### config.mk
export PLATFORM = sky130hd
export DESIGN_NAME = bin_to_bcd_seq
export DESIGN_NICKNAME = d
export VERILOG_FILES = /design/src/rtl/bcd_pkg.sv /design/src/rtl/bcd_add3.sv /design/src/rtl/bin_to_bcd_seq.sv
export SDC_FILE = /design/constraint.sdc
export NUM_CORES = 1
export LEC_CHECK = 0
export ABC_AREA = 1
export CAP_MARGIN = 20
export CORE_MARGIN = 1
export CORE_UTILIZATION = 67
export DETAILED_ROUTE_END_ITERATION = 6
export DONT_BUFFER_PORTS = 1
export PLACE_DENSITY = 0.79
export SETUP_SLACK_MARGIN = 0.02
export SYNTH_ARGS = -nofsm -noshare
export SYNTH_HDL_FRONTEND = slang
export SYNTH_SLANG_ARGS = --single-unit
### constraint.sdc
create_clock -name clk -period 2 [get_ports clk]
set_input_delay 0.3 -clock clk [delete_from_list [all_inputs] [get_ports clk]]
set_output_delay 0.3 -clock clk [all_outputs]
set_load 0.1 [all_outputs]
### src/rtl/bcd_pkg.sv
// Shared types and constants for the sequential binary-to-BCD converter.
package bcd_pkg;

    typedef enum logic [1:0] {
        IDLE  = 2'd0,
        SHIFT = 2'd1,
        DONE  = 2'd2
    } state_t;

    localparam logic [3:0] DIGIT_BLANK = 4'hF;
    localparam logic [3:0] ADD3_THRESH = 4'd5;

    // 64-bit so the digit-capacity check cannot overflow for any sane DIGITS.
    function automatic longint unsigned pow10(input int n);
        longint unsigned r;
        r = 64'd1;
        for (int i = 0; i < n; i++) begin
            r = r * 64'd10;
        end
        return r;
    endfunction

endpackage

### src/rtl/bcd_add3.sv
// Double-dabble digit correction: add 3 to a BCD digit that is 5 or more.
module bcd_add3
    import bcd_pkg::*;
(
    input  logic [3:0] in,
    output logic [3:0] out
);

    always_comb begin
        out = (in >= ADD3_THRESH) ? in + 4'd3 : in;
    end

endmodule

### src/rtl/bin_to_bcd_seq.sv
// Sequential shift-and-add-3 binary-to-BCD converter, one input bit per clock.
// Define BCD_LZB_EN to blank leading zero digits (digit 0 never blanked).
module bin_to_bcd_seq
    import bcd_pkg::*;
#(
    parameter int WIDTH  = 16,
    parameter int DIGITS = 5
) (
    input  logic                  clk,
    input  logic                  rst,
    input  logic                  start,
    input  logic [WIDTH-1:0]      bin,
    output logic                  busy,
    output logic                  done,
    output logic [4*DIGITS-1:0]   bcd
);

    localparam int ACC_W = 4 * DIGITS;
    localparam int CW    = $clog2(WIDTH + 1);

    if (pow10(DIGITS) <= ((64'd1 << WIDTH) - 64'd1)) begin : g_param_check
        $error("bin_to_bcd_seq: DIGITS=%0d too small for WIDTH=%0d", DIGITS, WIDTH);
    end

    state_t            state_q, state_d;
    logic              busy_q, busy_d;
    logic              done_q, done_d;
    logic [ACC_W-1:0]  bcd_q, bcd_d;
    logic [ACC_W-1:0]  acc_q, acc_d;
    logic [WIDTH-1:0]  sh_q, sh_d;
    logic [CW-1:0]     cnt_q, cnt_d;

    logic [ACC_W-1:0]  acc_adj;
    logic [ACC_W-1:0]  bcd_fmt;
    logic              acc_unused_msb;

    for (genvar g = 0; g < DIGITS; g++) begin : g_add3
        bcd_add3 u_add3 (
            .in  (acc_q[4*g +: 4]),
            .out (acc_adj[4*g +: 4])
        );
    end

    // The accumulator MSB is shifted out; the digit-capacity check keeps it zero.
    assign acc_unused_msb = acc_adj[ACC_W-1];

    always_comb begin
        bcd_fmt = acc_q;
`ifdef BCD_LZB_EN
        begin
            logic leading;
            leading = 1'b1;
            for (int i = DIGITS - 1; i >= 1; i--) begin
                if (leading && (acc_q[4*i +: 4] == 4'd0)) begin
                    bcd_fmt[4*i +: 4] = DIGIT_BLANK;
                end else begin
                    leading = 1'b0;
                end
            end
        end
`endif
    end

    always_comb begin
        state_d = state_q;
        busy_d  = busy_q;
        done_d  = 1'b0;
        bcd_d   = bcd_q;
        acc_d   = acc_q;
        sh_d    = sh_q;
        cnt_d   = cnt_q;
        case (state_q)
            IDLE: begin
                if (start) begin
                    sh_d    = bin;
                    acc_d   = '0;
                    cnt_d   = CW'(WIDTH);
                    busy_d  = 1'b1;
                    state_d = SHIFT;
                end
            end
            SHIFT: begin
                acc_d = {acc_adj[ACC_W-2:0], sh_q[WIDTH-1]};
                sh_d  = {sh_q[WIDTH-2:0], 1'b0};
                cnt_d = cnt_q - CW'(1);
                if (cnt_q == CW'(1)) begin
                    state_d = DONE;
                end
            end
            DONE: begin
                bcd_d   = bcd_fmt;
                done_d  = 1'b1;
                busy_d  = 1'b0;
                state_d = IDLE;
            end
            default: begin
                busy_d  = 1'b0;
                state_d = IDLE;
            end
        endcase
    end

    always_ff @(posedge clk) begin
        if (rst) begin
            state_q <= IDLE;
            busy_q  <= 1'b0;
            done_q  <= 1'b0;
            bcd_q   <= '0;
            acc_q   <= '0;
            sh_q    <= '0;
            cnt_q   <= '0;
        end else begin
            state_q <= state_d;
            busy_q  <= busy_d;
            done_q  <= done_d;
            bcd_q   <= bcd_d;
            acc_q   <= acc_d;
            sh_q    <= sh_d;
            cnt_q   <= cnt_d;
        end
    end

    assign busy = busy_q;
    assign done = done_q;
    assign bcd  = bcd_q;

endmodule
==> run summary <==
* complete, no violations — status
* 830 nW/um2 — Cell Pwr Density
* 6 — depth of the critical timing path with buffers and inverters included
* 49.6% — part of the total power dissipated in sequential elements
* 81.2% — fraction of the core area covered by cells at the end of the flow
* 72.7% — share of the clock period used by the worst path after layout
* 0 — number of gates resized after cts
* 6 — first drt pass iteration count
* 664 ps — transition at the pin with the smallest max-transition slack
* register to register — type of the worst setup path
* sky130_fd_sc_hd__nor2_2 — cell with the biggest individual delay on the critical path
* 4640 um2 — die area
* 5.13% — post-synthesis adder-cell area fraction
* 0 — Post CTS Setup Buffer Count
* state_q[1] — origin of the critical flop-to-flop path
* 37 — maximum number of pins on one net before global-route repair
* 68.1 um — die height
* 9900 um — first-pass GRT wire length
* 412 — Mapped Cells
* 2930 um2 — combined area of all synthesized cells
* register — crit path capture type
* 2 — number of buffer and inverter stages on the critical path
* 381 um — wire length on met3
* 0.000699 W — switching power total
* 10.1% — relative contribution of combinational cells to total power
* 0 — number of hold-slack violations in the final timing report
* acc_q[10] — worst min-delay path endpoint
* 6 — Worst Reg2Reg Path Length in Cells
* 0 — number of antenna violations at the first check in global routing
* 0.000761 V — Max VDD drop
* built — CTS tree
* 71.7% — effective utilization at floorplan
* 550 ps — slack of the worst reg-to-reg path
* 1680 ps — CP arrival
* 65 — TritonCTS Sinks
* 10.5% — share of cells above drive strength 1
* cnt_q[2] — Worst R2R End
* 330 ps — clock latency of the later-clocked register in the worst-skew pair
* 0 — count of buffers from port buffering
* 0 — Post-route DRC
* 8.30 ps — largest clock skew in the final design
* 688 MHz — fmax
* input port to register — Hold Crit Class
* 520 ps — delay of the slowest cell on the worst path
* 4010 um — HPWL after detailed placement
* 25.4% — switching power as a share of total power
* 0 — Final Slew Violations
* 40.3% — Clock power frac
* 2220 ps — worst path required time
* simple AND/OR/NAND/NOR gates — cell family contributing the most delay on the critical path
* 7.11 um2 — average instance area after synthesis
* 6090 um — routed wire length
* 1.48 nW — Static Leakage
* 27.5% — simple-gate share of the synthesized area
* 68.1 um — x dimension of the die
* 443 — syn_nets
* 0 — count of final setup violators
* 23 — placement row count
* met4 — DR top layer
* 1380 um2 — multi-input logic area
* 70 ps — clk slew on worst S/H paths
* 464 — NumNets Final
* 9 — number of buffers created by CTS
* 20 — count of unique library cells instantiated by Yosys
* sky130_fd_sc_hd__clkbuf_8 — root buffer cell
* 44.4% — share of the yosys chip area belonging to registers
* 0 — Post-CTS Hold Buffers
* 17 — Max FO, Critical Path
* 3 — number of levels the H-tree was split into
* 0% — xor/xnor share of the synthesized area
* simple AND/OR/NAND/NOR gates — combinational family with the most area after synthesis
* 1450 ps — post-layout minimum cycle time
* 2 — clock buffer depth
* 2830 um — met2 wire length
* rst — Hold Crit Start
* 65 — FF+latch count, synth
* 41 — number of primary I/O pins
* register — nature of the critical path startpoint
* 1300 um2 — Register Area
* 2800 um — M1 WL
* 202 — detailed router's first-iteration violation count
* 282 — number of fill cells in the layout
* 0 — GRT Residual Overflow
* 1 — count of cells along the worst hold path
* 2297 — via count of the first global-routing pass
* 0.00205 W — cell internal power dissipation
* sky130_fd_sc_hd__nand2_1 — most repeated library cell on the critical path
* 0 — post-detailed-route count of antenna-violating nets
* 0% — multiplexer fraction of the synthesized cell area
* 14.6% — compound-gate portion of the synthesized area
* 13.3% — signed area change from the synthesized netlist to the final layout
* 4090 um2 — core outline area
* 0.838 — placer's final routability congestion estimate
* 2710 — total number of vias
* inv_2 > nand2_1 > nor2_2 > inv_1 > nand2_1 > a21oi_1 — CP cell instances
* no — unrepaired setup endpoints after global routing
* 0 ps — summed negative setup slack over all endpoints
* 0 — number of antenna diodes
* 0 — reported max-cap violation count
* 28.8% — total global-route track usage
* 55.7% — Slew headroom
* 5.56 — per-cell via count in the routed design
* 12.5 um — Routed WL per cell
* 0 — warning count from the yosys run
worst reg2reg max path: cells and delay by family (launching register included):
kind,cells,cell delay (ps)
compound gates,1,70
buf+inv,2,250
flops,1,320
simple gates,3,710
final cells by class:
| type | instances | area share, % |
|---|---|---|
| Clock buffer | 13 | 4.79 |
| Timing Repair Buffer | 27 | 6.48 |
| Tap cell | 50 | 1.88 |
| Sequential cell | 65 | 39.2 |
| Clock inverter | 2 | 1.13 |
| Multi-Input combinational cell | 287 | 41.7 |
| Inverter | 43 | 4.86 |
through the flow:
| step | area, um2 | cells | hold slack, ps | setup WS (ps) | power [W] |
|---|---|---|---|---|---|
| after floorplan | 2930 | 412 | 379 | 684 | 0.00162 |
| after global placement | 3120 | 472 | 373 | 662 | 0.00166 |
| final | 3320 | 487 | 30.0 | 546 | 0.00275 |
| after CTS | 3320 | 487 | 20.4 | 561 | 0.00276 |
| after global routing | 3320 | 487 | 11.6 | 400 | 0.00286 |
| after detailed placement | 3120 | 472 | 374 | 596 | 0.00167 |
how the worst max path moves through the flow:
stage	from	to	slack, ps
final	state_q[1]	cnt_q[2]	550
after floorplan	bcd[0]	bcd[0]	680
after global placement	state_q[1]	cnt_q[4]	660
after detailed placement	state_q[0]	bcd[8]	600
after CTS	state_q[1]	cnt_q[4]	560
after global routing	acc_q[0]	acc_q[4]	400
cell usage in the layout (no fill, tap or decap), types with 11 or more instances in the layout:
cell and instances:
sky130_fd_sc_hd__o21ai_0 30, sky130_fd_sc_hd__dfxtp_1 65, sky130_fd_sc_hd__inv_1 39, sky130_fd_sc_hd__buf_4 26, sky130_fd_sc_hd__nor2_1 34, sky130_fd_sc_hd__ha_1 12
sky130_fd_sc_hd__clkbuf_8 11, sky130_fd_sc_hd__nand2_1 115, sky130_fd_sc_hd__nand3_1 31, sky130_fd_sc_hd__a21oi_1 37
logic make-up (layout without fill, tap and decap cells):
family | Yosys count | in the layout
flip-flops | 65 | 65
buffers and inverters | 60 | 85
AO/OA/AOI/OAI | 80 | 80
adder cells (fa/ha/maj) | 12 | 12
AND/OR/NAND/NOR | 195 | 195
cells in the mapped netlist:
| cell | instances | area share [%] |
|---|---|---|
| sky130_fd_sc_hd__inv_1 | 39 | 5.0 |
| sky130_fd_sc_hd__nor4_1 | 2 | 0.43 |
| sky130_fd_sc_hd__buf_4 | 3 | 0.77 |
| sky130_fd_sc_hd__nand3_1 | 31 | 5.3 |
| sky130_fd_sc_hd__nor2_1 | 34 | 4.4 |
| sky130_fd_sc_hd__ha_1 | 12 | 5.1 |
| sky130_fd_sc_hd__inv_2 | 4 | 0.51 |
| sky130_fd_sc_hd__dfxtp_1 | 65 | 44 |
| sky130_fd_sc_hd__nand4_1 | 10 | 2.1 |
| sky130_fd_sc_hd__o21ai_0 | 30 | 5.1 |
| sky130_fd_sc_hd__nand2_1 | 115 | 15 |
| sky130_fd_sc_hd__a21oi_1 | 37 | 6.3 |
| sky130_fd_sc_hd__a22oi_1 | 1 | 0.26 |
| sky130_fd_sc_hd__o211ai_1 | 5 | 1.3 |
| sky130_fd_sc_hd__a31oi_1 | 6 | 1.3 |
| sky130_fd_sc_hd__o21ai_2 | 1 | 0.30 |
| sky130_fd_sc_hd__nor3_1 | 2 | 0.34 |
| sky130_fd_sc_hd__buf_2 | 7 | 1.2 |
| sky130_fd_sc_hd__nor2_2 | 1 | 0.21 |
| sky130_fd_sc_hd__clkbuf_1 | 7 | 0.90 |
per-layer routing:
layer / track usage, % / vias to the layer above
met1: 37.1 / 1209
met5: 0 / -
li1: - / 1387
met2: 45.3 / 107
met4: 11.7 / 0
met3: 7.83 / 7
state kept, by name, summed over array words and instances (netlist names):
register,count
acc_q,20
bcd,20
busy,1
cnt_q,5
done,1
sh_q,16
state_q,2
power groups by stage:
stage / combinational (W) / sequential, W / clock (W)
finish: 0.000277 / 0.00137 / 0.00111
floorplan: 0.000163 / 0.00145 / 0
CTS: 0.000277 / 0.00137 / 0.00112
global route: 0.000307 / 0.00137 / 0.00118
global placement: 0.000269 / 0.00139 / 0
detailed placement: 0.000275 / 0.00139 / 0
Power figures use the tool's default switching activity.
